**config.mk**
```make
export PLATFORM = sky130hd
export DESIGN_NAME = sccb_init_sequencer
export DESIGN_NICKNAME = d
export VERILOG_FILES = /design/src/rtl/sccb_pkg.sv /design/src/rtl/sccb_init_rom.sv /design/src/rtl/sccb_init_sequencer.sv
export SDC_FILE = /design/constraint.sdc
export NUM_CORES = 1
export LEC_CHECK = 0
export CAP_MARGIN = 15
export CORE_MARGIN = 1
export CORE_UTILIZATION = 61
export DETAILED_ROUTE_END_ITERATION = 10
export PLACE_DENSITY = 0.82
export SLEW_MARGIN = 20
export SYNTH_ARGS = -nofsm -noshare
export SYNTH_HDL_FRONTEND = slang
export SYNTH_SLANG_ARGS = --single-unit
```
**constraint.sdc**
```tcl
create_clock -name CLK -period 6.6 [get_ports CLK]
set_clock_uncertainty 0.05 [all_clocks]
set_input_delay 0.99 -clock CLK [delete_from_list [all_inputs] [get_ports CLK]]
set_output_delay 0.99 -clock CLK [all_outputs]
set_load 0.02 [all_outputs]
```
**src/rtl/sccb_pkg.sv**
```systemverilog
// Shared constants, state encoding and register-table contents for the
// SCCB camera initialisation sequencer.
package sccb_pkg;

    localparam int          ENTRY_W          = 16;
    localparam int          INDEX_W          = 8;
    localparam int          TABLE_DEPTH      = 256;
    localparam logic [15:0] END_MARKER       = 16'hFFFF;
    localparam logic [7:0]  DELAY_REG        = 8'hFE;
    localparam logic [6:0]  DEFAULT_DEV_ADDR = 7'h21;
    localparam int          GAP_CYCLES       = 16;

    typedef enum logic [3:0] {
        ST_IDLE,
        ST_FETCH,
        ST_DECODE,
        ST_ISSUE,
        ST_WAIT_ACK,
        ST_GAP,
        ST_DELAY,
        ST_FINISH,
        ST_FAIL
    } state_t;

    // Table 0 is the camera bring-up list; table 1 fills all 256 slots with
    // writes and has no end marker, exercising the index-wrap finish.
    function automatic logic [ENTRY_W-1:0] table_entry(input int table_id, input int index);
        logic [7:0] idx8;
        idx8 = 8'(index);
        if (table_id == 1) begin
            return {1'b0, idx8[6:0], idx8};
        end
        case (index)
            0:       return 16'h1280;
            1:       return 16'hFE02;
            2:       return 16'h1101;
            3:       return 16'h3A04;
            4:       return 16'hFE00;
            5:       return 16'h40D0;
            default: return END_MARKER;
        endcase
    endfunction

endpackage

```
**src/rtl/sccb_init_rom.sv**
```systemverilog
// Constant 256x16 register table with a registered (one-cycle) read port.
module sccb_init_rom
    import sccb_pkg::*;
#(
    parameter int TABLE_ID = 0
) (
    input  logic               clk,
    input  logic [INDEX_W-1:0] index,
    output logic [ENTRY_W-1:0] entry
);

    logic [ENTRY_W-1:0] rom_mem [TABLE_DEPTH];

    generate
        for (genvar gi = 0; gi < TABLE_DEPTH; gi++) begin : g_rom
            assign rom_mem[gi] = table_entry(TABLE_ID, gi);
        end
    endgenerate

    always_ff @(posedge clk) begin
        entry <= rom_mem[index];
    end

endmodule

```
**src/rtl/sccb_init_sequencer.sv**
```systemverilog
// Walks the register table on START, issuing SCCB writes with retry on NACK
// and millisecond delays, then reports DONE or ERROR.
module sccb_init_sequencer
    import sccb_pkg::*;
#(
    parameter int         CLK_FREQ_HZ = 25_000_000,
    parameter logic [6:0] DEV_ADDR    = DEFAULT_DEV_ADDR,
    parameter int         MAX_RETRY   = 3,
    parameter int         TABLE_ID    = 0
) (
    input  logic               CLK,
    input  logic               RST,
    input  logic               START,
    output logic               SEL,
    output logic               RW,
    output logic [6:0]         ADDR,
    output logic [7:0]         REG_ADDR,
    output logic [7:0]         DATA_IN,
    input  logic               SCCB_DONE,
    input  logic               SCCB_NACK,
    output logic               BUSY,
    output logic               DONE,
    output logic               ERROR,
    output logic [INDEX_W-1:0] ERR_INDEX
);

    localparam logic [31:0] TICKS_PER_MS = 32'(CLK_FREQ_HZ / 1000);
    localparam logic [7:0]  RETRY_LIMIT  = 8'(MAX_RETRY);
    localparam logic [4:0]  GAP_LAST     = 5'(GAP_CYCLES - 1);

    state_t             state_reg, state_next;
    logic [INDEX_W-1:0] index_reg, index_next;
    logic [7:0]         retry_reg, retry_next;
    logic [31:0]        delay_reg, delay_next;
    logic [4:0]         gap_reg, gap_next;
    logic               sel_reg, sel_next;
    logic [7:0]         reg_addr_reg, reg_addr_next;
    logic [7:0]         data_reg, data_next;
    logic               busy_reg, busy_next;
    logic               done_reg, done_next;
    logic               error_reg, error_next;
    logic [INDEX_W-1:0] err_index_reg, err_index_next;
    logic [ENTRY_W-1:0] entry;
    logic               at_last_index;

    sccb_init_rom #(
        .TABLE_ID(TABLE_ID)
    ) u_rom (
        .clk  (CLK),
        .index(index_reg),
        .entry(entry)
    );

    assign at_last_index = (index_reg == '1);

    always_comb begin
        state_next     = state_reg;
        index_next     = index_reg;
        retry_next     = retry_reg;
        delay_next     = delay_reg;
        gap_next       = gap_reg;
        sel_next       = sel_reg;
        reg_addr_next  = reg_addr_reg;
        data_next      = data_reg;
        busy_next      = busy_reg;
        done_next      = done_reg;
        error_next     = error_reg;
        err_index_next = err_index_reg;

        case (state_reg)
            ST_IDLE: begin
                if (START) begin
                    index_next = '0;
                    retry_next = '0;
                    done_next  = 1'b0;
                    error_next = 1'b0;
                    busy_next  = 1'b1;
                    state_next = ST_FETCH;
                end
            end
            ST_FETCH: state_next = ST_DECODE;
            ST_DECODE: begin
                if (entry == END_MARKER) begin
                    state_next = ST_FINISH;
                end else if (entry[15:8] == DELAY_REG) begin
                    if (entry[7:0] == 8'd0) begin
                        // zero-length delay skips straight to the next entry
                        if (at_last_index) begin
                            state_next = ST_FINISH;
                        end else begin
                            index_next = index_reg + 8'd1;
                            state_next = ST_FETCH;
                        end
                    end else begin
                        delay_next = 32'(entry[7:0]) * TICKS_PER_MS - 32'd1;
                        state_next = ST_DELAY;
                    end
                end else begin
                    state_next = ST_ISSUE;
                end
            end
            ST_ISSUE: begin
                sel_next      = 1'b1;
                reg_addr_next = entry[15:8];
                data_next     = entry[7:0];
                state_next    = ST_WAIT_ACK;
            end
            ST_WAIT_ACK: begin
                if (SCCB_DONE) begin
                    sel_next = 1'b0;
                    if (!SCCB_NACK) begin
                        retry_next = '0;
                        if (at_last_index) begin
                            state_next = ST_FINISH;
                        end else begin
                            index_next = index_reg + 8'd1;
                            state_next = ST_FETCH;
                        end
                    end else if (retry_reg < RETRY_LIMIT) begin
                        retry_next = retry_reg + 8'd1;
                        gap_next   = '0;
                        state_next = ST_GAP;
                    end else begin
                        err_index_next = index_reg;
                        state_next     = ST_FAIL;
                    end
                end
            end
            ST_GAP: begin
                if (gap_reg == GAP_LAST) begin
                    state_next = ST_ISSUE;
                end else begin
                    gap_next = gap_reg + 5'd1;
                end
            end
            ST_DELAY: begin
                if (delay_reg == 32'd0) begin
                    if (at_last_index) begin
                        state_next = ST_FINISH;
                    end else begin
                        index_next = index_reg + 8'd1;
                        state_next = ST_FETCH;
                    end
                end else begin
                    delay_next = delay_reg - 32'd1;
                end
            end
            ST_FINISH: begin
                done_next  = 1'b1;
                busy_next  = 1'b0;
                state_next = ST_IDLE;
            end
            ST_FAIL: begin
                error_next = 1'b1;
                busy_next  = 1'b0;
                state_next = ST_IDLE;
            end
            default: state_next = ST_IDLE;
        endcase
    end

    always_ff @(posedge CLK) begin
        if (RST) begin
            state_reg     <= ST_IDLE;
            index_reg     <= '0;
            retry_reg     <= '0;
            delay_reg     <= '0;
            gap_reg       <= '0;
            sel_reg       <= 1'b0;
            reg_addr_reg  <= '0;
            data_reg      <= '0;
            busy_reg      <= 1'b0;
            done_reg      <= 1'b0;
            error_reg     <= 1'b0;
            err_index_reg <= '0;
        end else begin
            state_reg     <= state_next;
            index_reg     <= index_next;
            retry_reg     <= retry_next;
            delay_reg     <= delay_next;
            gap_reg       <= gap_next;
            sel_reg       <= sel_next;
            reg_addr_reg  <= reg_addr_next;
            data_reg      <= data_next;
            busy_reg      <= busy_next;
            done_reg      <= done_next;
            error_reg     <= error_next;
            err_index_reg <= err_index_next;
        end
    end

    assign SEL       = sel_reg;
    assign RW        = 1'b0;
    assign ADDR      = DEV_ADDR;
    assign REG_ADDR  = reg_addr_reg;
    assign DATA_IN   = data_reg;
    assign BUSY      = busy_reg;
    assign DONE      = done_reg;
    assign ERROR     = error_reg;
    assign ERR_INDEX = err_index_reg;

endmodule

```
## Word-level counts from Yosys, hierarchy flattened

Memory sizes are Yosys's and may differ from the RTL's. A register that Yosys moved wholly into a read port is not among the register bits.
Index checks and enable logic that the tools add are counted.
W data, S select, Z words.

- Input port bits: 5
- Register bits after elaboration: 85
- ROM bits: 4096
- Memories: 1

- Bitwise logic cells: 2
- Reduce and logical (&&, ||, !) cells: 22
- Add/sub/neg operators: 5
- $lt $le $gt $ge: 1
- Multiplexer cells: 41
- Equal/unequal tests: 26
- Multiply operators: 1

Memory list:

| memory | words | bits a word | read ports | clocked after Yosys merged registers in | write ports | RTL line | RTL |
|---|---|---|---|---|---|---|---|
| (no name shown) | 256 | 16 | 1 | 1 | 0 | sccb_init_rom.sv:21 | `entry <= rom_mem[index];` |

Operators with widths:

| cell | number |
|---|---|
| $mux W32 | 4 |
| $mux W8 | 11 |
| $pmux W32 S2 | 1 |
| $mux W4 | 9 |
| $logic_not A32 Y1 | 1 |
| $pmux W8 S4 | 1 |
| $sub A32 B1 Y32 const B | 1 |
| $pmux W4 S7 | 1 |
| $ne A2 B2 Y1 const B | 13 |
| $sub A23 B1 Y24 const B | 1 |
| $mul A8 B12 Y20 const B | 1 |
| $mux W5 | 4 |
| $add A8 B1 Y8 const B | 2 |
| $eq A16 B16 Y1 const B | 1 |
| $eq A4 B3 Y1 const B | 4 |
| $eq A8 B8 Y1 const B | 2 |
| $pmux W8 S2 | 1 |
| $reduce_bool A2 Y1 | 7 |
| $reduce_and A4 Y1 | 3 |
| $pmux W5 S2 | 1 |
| $reduce_and A5 Y1 | 2 |
| $not A8 Y9 | 1 |
| $eq A4 B2 Y1 const B | 2 |
| $logic_not A8 Y1 | 1 |
| other kinds (15) | 23 |

## Logic depth before layout (Yosys ltp)

- Word-level depth: 6
- Gate-level depth with buffers: 17

## Modules after synthesis

From an unflattened synthesis, not the netlist that was laid out.

- Cells, all modules: 814
- Area, all modules: 6580.1 um2

Modules (own cells, without submodules):

| module | sequential area each (um2) | times used | cells each | area each (um2) |
|---|---|---|---|---|
| sccb_init_sequencer | 1701.6 | 1 | 774 | 6187.2 |
| sccb_init_rom | 220.2 | 1 | 40 | 392.9 |

## Worst setup path after synthesis

Ideal clock, no wire load.

- Kind: flip-flop to flip-flop
- From: register u_rom.entry[6]
- To: register delay_reg[26]
- Stages on the path, launching flop included: 16
- Library setup time: 88 ps
- Period minus slack after synthesis: 5306 ps
- Setup slack: 1294 ps
- Arrival: 5168 ps
- Data required time: 6462 ps
- Path buffers: 1
- Path through: dfxtp_1 clkbuf_1 inv_1 ha_1 ha_1 fa_1 fa_1 ha_1 and3_1 and2_4 a2111oi_0 and4b_4 or4_1 or4_1 or3_4 a311oi_2

- Longest elaborated chain between the ends: 6

RTL lines:

| what | RTL line | RTL |
|---|---|---|
| start, declared | sccb_init_rom.sv:9 | `output logic [ENTRY_W-1:0] entry` |
| $mul A8 B12 Y20 | sccb_init_sequencer.sv:95 | `delay_next = 32'(entry[7:0]) * TICKS_PER_MS - 32'd1;` |
| $sub A23 B1 Y24 | sccb_init_sequencer.sv:95 |  |
| $mux W32 | sccb_init_sequencer.sv:86 | `if (entry[7:0] == 8'd0) begin` |
| $mux W32 | sccb_init_sequencer.sv:85 | `end else if (entry[15:8] == DELAY_REG) begin` |
| $mux W32 | sccb_init_sequencer.sv:83 | `if (entry == END_MARKER) begin` |
| $pmux W32 S2 | sccb_init_sequencer.sv:70 | `case (state_reg)` |
| end signal, assigned | sccb_init_sequencer.sv:180 | `delay_reg <= delay_next;` |
| end, declared | sccb_init_sequencer.sv:34 | `logic [31:0] delay_reg, delay_next;` |

Several ways; a longest one is shown, not always the timed one. The select of a mux whose other input is x is not followed.
A chain may end at the register's enable or synchronous reset.

## Worst setup path in the final report

Same ends and word-level chain as after synthesis.

==> flow_metrics.py <==
metrics = {
    "outcome": {
        "status": "finished, final reports clean",
    },
    "layout": {
        "num_antenna_cells": 0,
        "largest_register_ffs": 32,
        "drive_above_1_share": 0.0473,
        "flow.area_growth_from_synthesis_pct": 8.59,
        "n_fill_cell": 845,
        "layout_common_cells": "91 x dfxtp_1, 91 x nor2_1, 81 x nand2_1, 73 x a21oi_1, 63 x ha_1",
        "layout.nets": 940,
    },
    "critical_path": {
        "critical_path_arrival_ns": 5.93,
        "r2r_start": "u_rom.entry[6]",
        "setup.worst_path.start_class": "flop",
        "worst_endpoint_required_time_ns": 6.84,
        "critical_path_class": "reg -> reg",
        "setup.worst_path.end_class": "flop",
        "r2r_slack_ns": 0.91,
        "critical_path.reg2reg.endpoint": "delay_reg[26]",
        "worst-r2r-cell-count": 15,
        "worst-path-max-fanout": 14,
    },
    "timing": {
        "max_clock_freq_ghz": 0.176,
        "timing.max_slew.rel_slack": 0.310,
        "slew_at_the_pin_closest_to_its_max_slew_limit_ns": 1.03,
        "postLayoutSetupSlackWorst_ns": 0.911,
        "finalCriticalPeriod_ns": 5.69,
        "fin_hold_ws_ns": 0.408,
        "finalSetupViolCount": 0,
        "report.final.hold_viol_count": 0,
        "setup-tns-final_ns": 0,
        "period_share": 0.862,
        "rsz_0062_raised_after_global_routing": "no",
        "slew_viol_final": 0,
    },
    "route": {
        "routed_wirelength_mm": 16.2,
        "vias": 6263,
        "detail_route.wl_per_cell_microns": 16.2,
        "drt_pass1_iterations": 5,
        "detail_route.drc_violations": 0,
        "detail_route.vias_per_cell": 6.25,
        "ant_nets": 0,
        "detail_route.iter0.violations": 474,
    },
    "power": {
        "p_leak_nw": 3.02,
        "power-per-cell-area_mw_per_mm2": 227,
        "irDropWorstVdd_v": 0.000206,
    },
    "logic_synthesis": {
        "seq_area_frac_synth": 0.272,
        "synth_enable_flop_cells": 0,
        "synth_flop_cell": "dfxtp_1",
        "synth_cell_type_count": 71,
        "synth_warnings": 0,
        "syn_inst": 856,
        "post_synth_instance_area_sq_mm": 0.00670,
        "syn_avg_cell_area_sq_um": 7.83,
        "synth_seq_cells": 91,
        "async_reset_ff_frac": 0,
    },
    "job": {
        "max-cap-violations": 0,
    },
    "clock_tree": {
        "post_cts.resized_instances": 0,
        "worst_skew_pair.late_latency_ns": 0.38,
        "clock-root-buffer": "clkbuf_8",
        "tritoncts": "done",
        "numCtsBuffers": 9,
        "clk_pin_slew_worst_paths_ns": 0.10,
        "cts_hold_repair.buffers": 0,
        "ctsHtreeMaxLevel": 3,
        "postCtsSetupRepairBufs": 0,
        "cts.path.max_buffers": 2,
        "numClockSinks": 91,
    },
    "grt": {
        "first_pass_grt_wire_length_mm": 27.2,
        "antenna_found_initial": 0,
        "first_global_vias": 5888,
        "grt_start_max_net_pins": 73,
        "grt.total_usage": 0.295,
        "grt_overflow_total": 0,
    },
    "hold_path": {
        "min_delay_worst_endpoint": "REG_ADDR[1]",
        "beginning_of_the_worst_hold_path": "u_rom.entry[9]",
        "min_path_type": "reg -> reg",
        "timing.hold.worst_path_depth": 2,
    },
    "placement": {
        "dpl.hpwl_mm": 11.9,
        "place_ws_ns": 0.913,
        "buffer_ports.inserted": 32,
        "finalWeightedCongestion": 0.902,
    },
    "floorplan": {
        "die_area_sq_mm": 0.0114,
        "floorplan.io_pins": 41,
        "placeableCoreArea_sq_mm": 0.0105,
        "die_x_microns": 107,
        "placement_rows": 37,
        "die_h_microns": 107,
        "initial_core_util": 0.638,
    },
}
where the power goes:
group	internal (mW)	switching, mW	total (mW)
sequential	0.579	0.0548	0.634
clock	0.274	0.209	0.483
combinational	0.203	0.333	0.536
total	1.06	0.596	1.65
per-stage QoR:
step                 util  total power [mW]  instance area [sq um]  cells
global route        0.692              1.74                   7280   1002
floorplan               -              1.05                   6720    862
detailed placement  0.667              1.17                   7010    986
finish              0.692              1.65                   7280   1002
CTS                 0.692              1.64                   7270   1002
global placement    0.667              1.15                   7010    986
cell type report:
class                   instances  area, sq um  area share
inverters                      31          116      0.0160
clock buffers                  11          151      0.0208
repair buffers                 36          345      0.0475
multi-input cells             692         4560       0.627
clock inverters                 5          108      0.0148
well taps                     136          170      0.0234
flip-flops and latches         91         1820       0.250
critical path: stages (launching register included):
cell       delay, ns
dfxtp_1         0.70
inv_1           0.24
ha_1            0.39
xnor2_1         0.22
xnor2_1         0.17
fa_1            0.45
ha_1            0.31
ha_1            0.39
o21a_1          0.25
and2_4          0.15
a2111oi_0       0.39
and4b_4         0.28
or4_1           0.56
or4_1           0.43
or3_4           0.39
a311oi_2        0.24
synth_stat cells, types with 3 or more instances:
cell | number | area [sq um]
nand2_1 | 81 | 304
inv_1 | 31 | 116
o21bai_1 | 3 | 22.5
nor3b_1 | 4 | 30.0
nand4_1 | 9 | 56.3
a211oi_2 | 4 | 50.1
ha_1 | 63 | 788
nand3b_1 | 3 | 22.5
o21a_1 | 9 | 67.6
o21ai_0 | 54 | 270
nor3_1 | 37 | 185
a31oi_1 | 6 | 37.5
or2_2 | 5 | 31.3
o21ai_1 | 4 | 20.0
or4_1 | 11 | 82.6
xnor2_1 | 17 | 149
dfxtp_1 | 91 | 1820
and2_1 | 7 | 43.8
or3_4 | 3 | 33.8
a22oi_1 | 5 | 37.5
nand3_1 | 25 | 125
a211oi_1 | 14 | 105
o211ai_1 | 7 | 52.6
nor4_1 | 11 | 68.8
fa_1 | 11 | 220
nor2b_1 | 7 | 43.8
o22ai_1 | 4 | 25.0
and3_1 | 11 | 68.8
a21oi_1 | 74 | 370
buf_4 | 13 | 97.6
nor2_1 | 91 | 342
or3_1 | 11 | 68.8
mux2i_1 | 8 | 80.1
nand2b_1 | 12 | 75.1
clkbuf_1 | 32 | 120
a221oi_1 | 3 | 26.3
xor2_1 | 13 | 114
a2111oi_0 | 5 | 43.8
o211a_1 | 3 | 30.0
a21o_1 | 9 | 67.6
or2_1 | 4 | 25.0
worst max path at each step:
stage / start / end / depth (start not counted)
floorplan: u_rom.entry[6] / delay_reg[26] / 15
CTS: u_rom.entry[6] / delay_reg[26] / 15
global placement: u_rom.entry[6] / delay_reg[26] / 14
global route: u_rom.entry[6] / delay_reg[26] / 15
detailed placement: u_rom.entry[6] / delay_reg[26] / 15
finish: u_rom.entry[6] / delay_reg[26] / 15
routing by layer:
| metal | part of all wire | up-vias | track usage |
|---|---|---|---|
| li1 | - | 3073 | - |
| met1 | 0.44 | 2926 | 0.376 |
| met2 | 0.48 | 236 | 0.504 |
| met3 | 0.061 | 28 | 0.0517 |
| met4 | 0.018 | 0 | 0.0930 |
| met5 | 0 | - | 0 |
cell families after synthesis:
group	share of synthesized area
AND/OR/NAND/NOR	0.253
AO/OA/AOI/OAI	0.221
flip-flops	0.272
buffers and inverters	0.0517
adder cells (fa/ha/maj)	0.150
XOR/XNOR	0.0392
multiplexers	0.0119
other	0.00112
(Power assumes the default switching activity.)
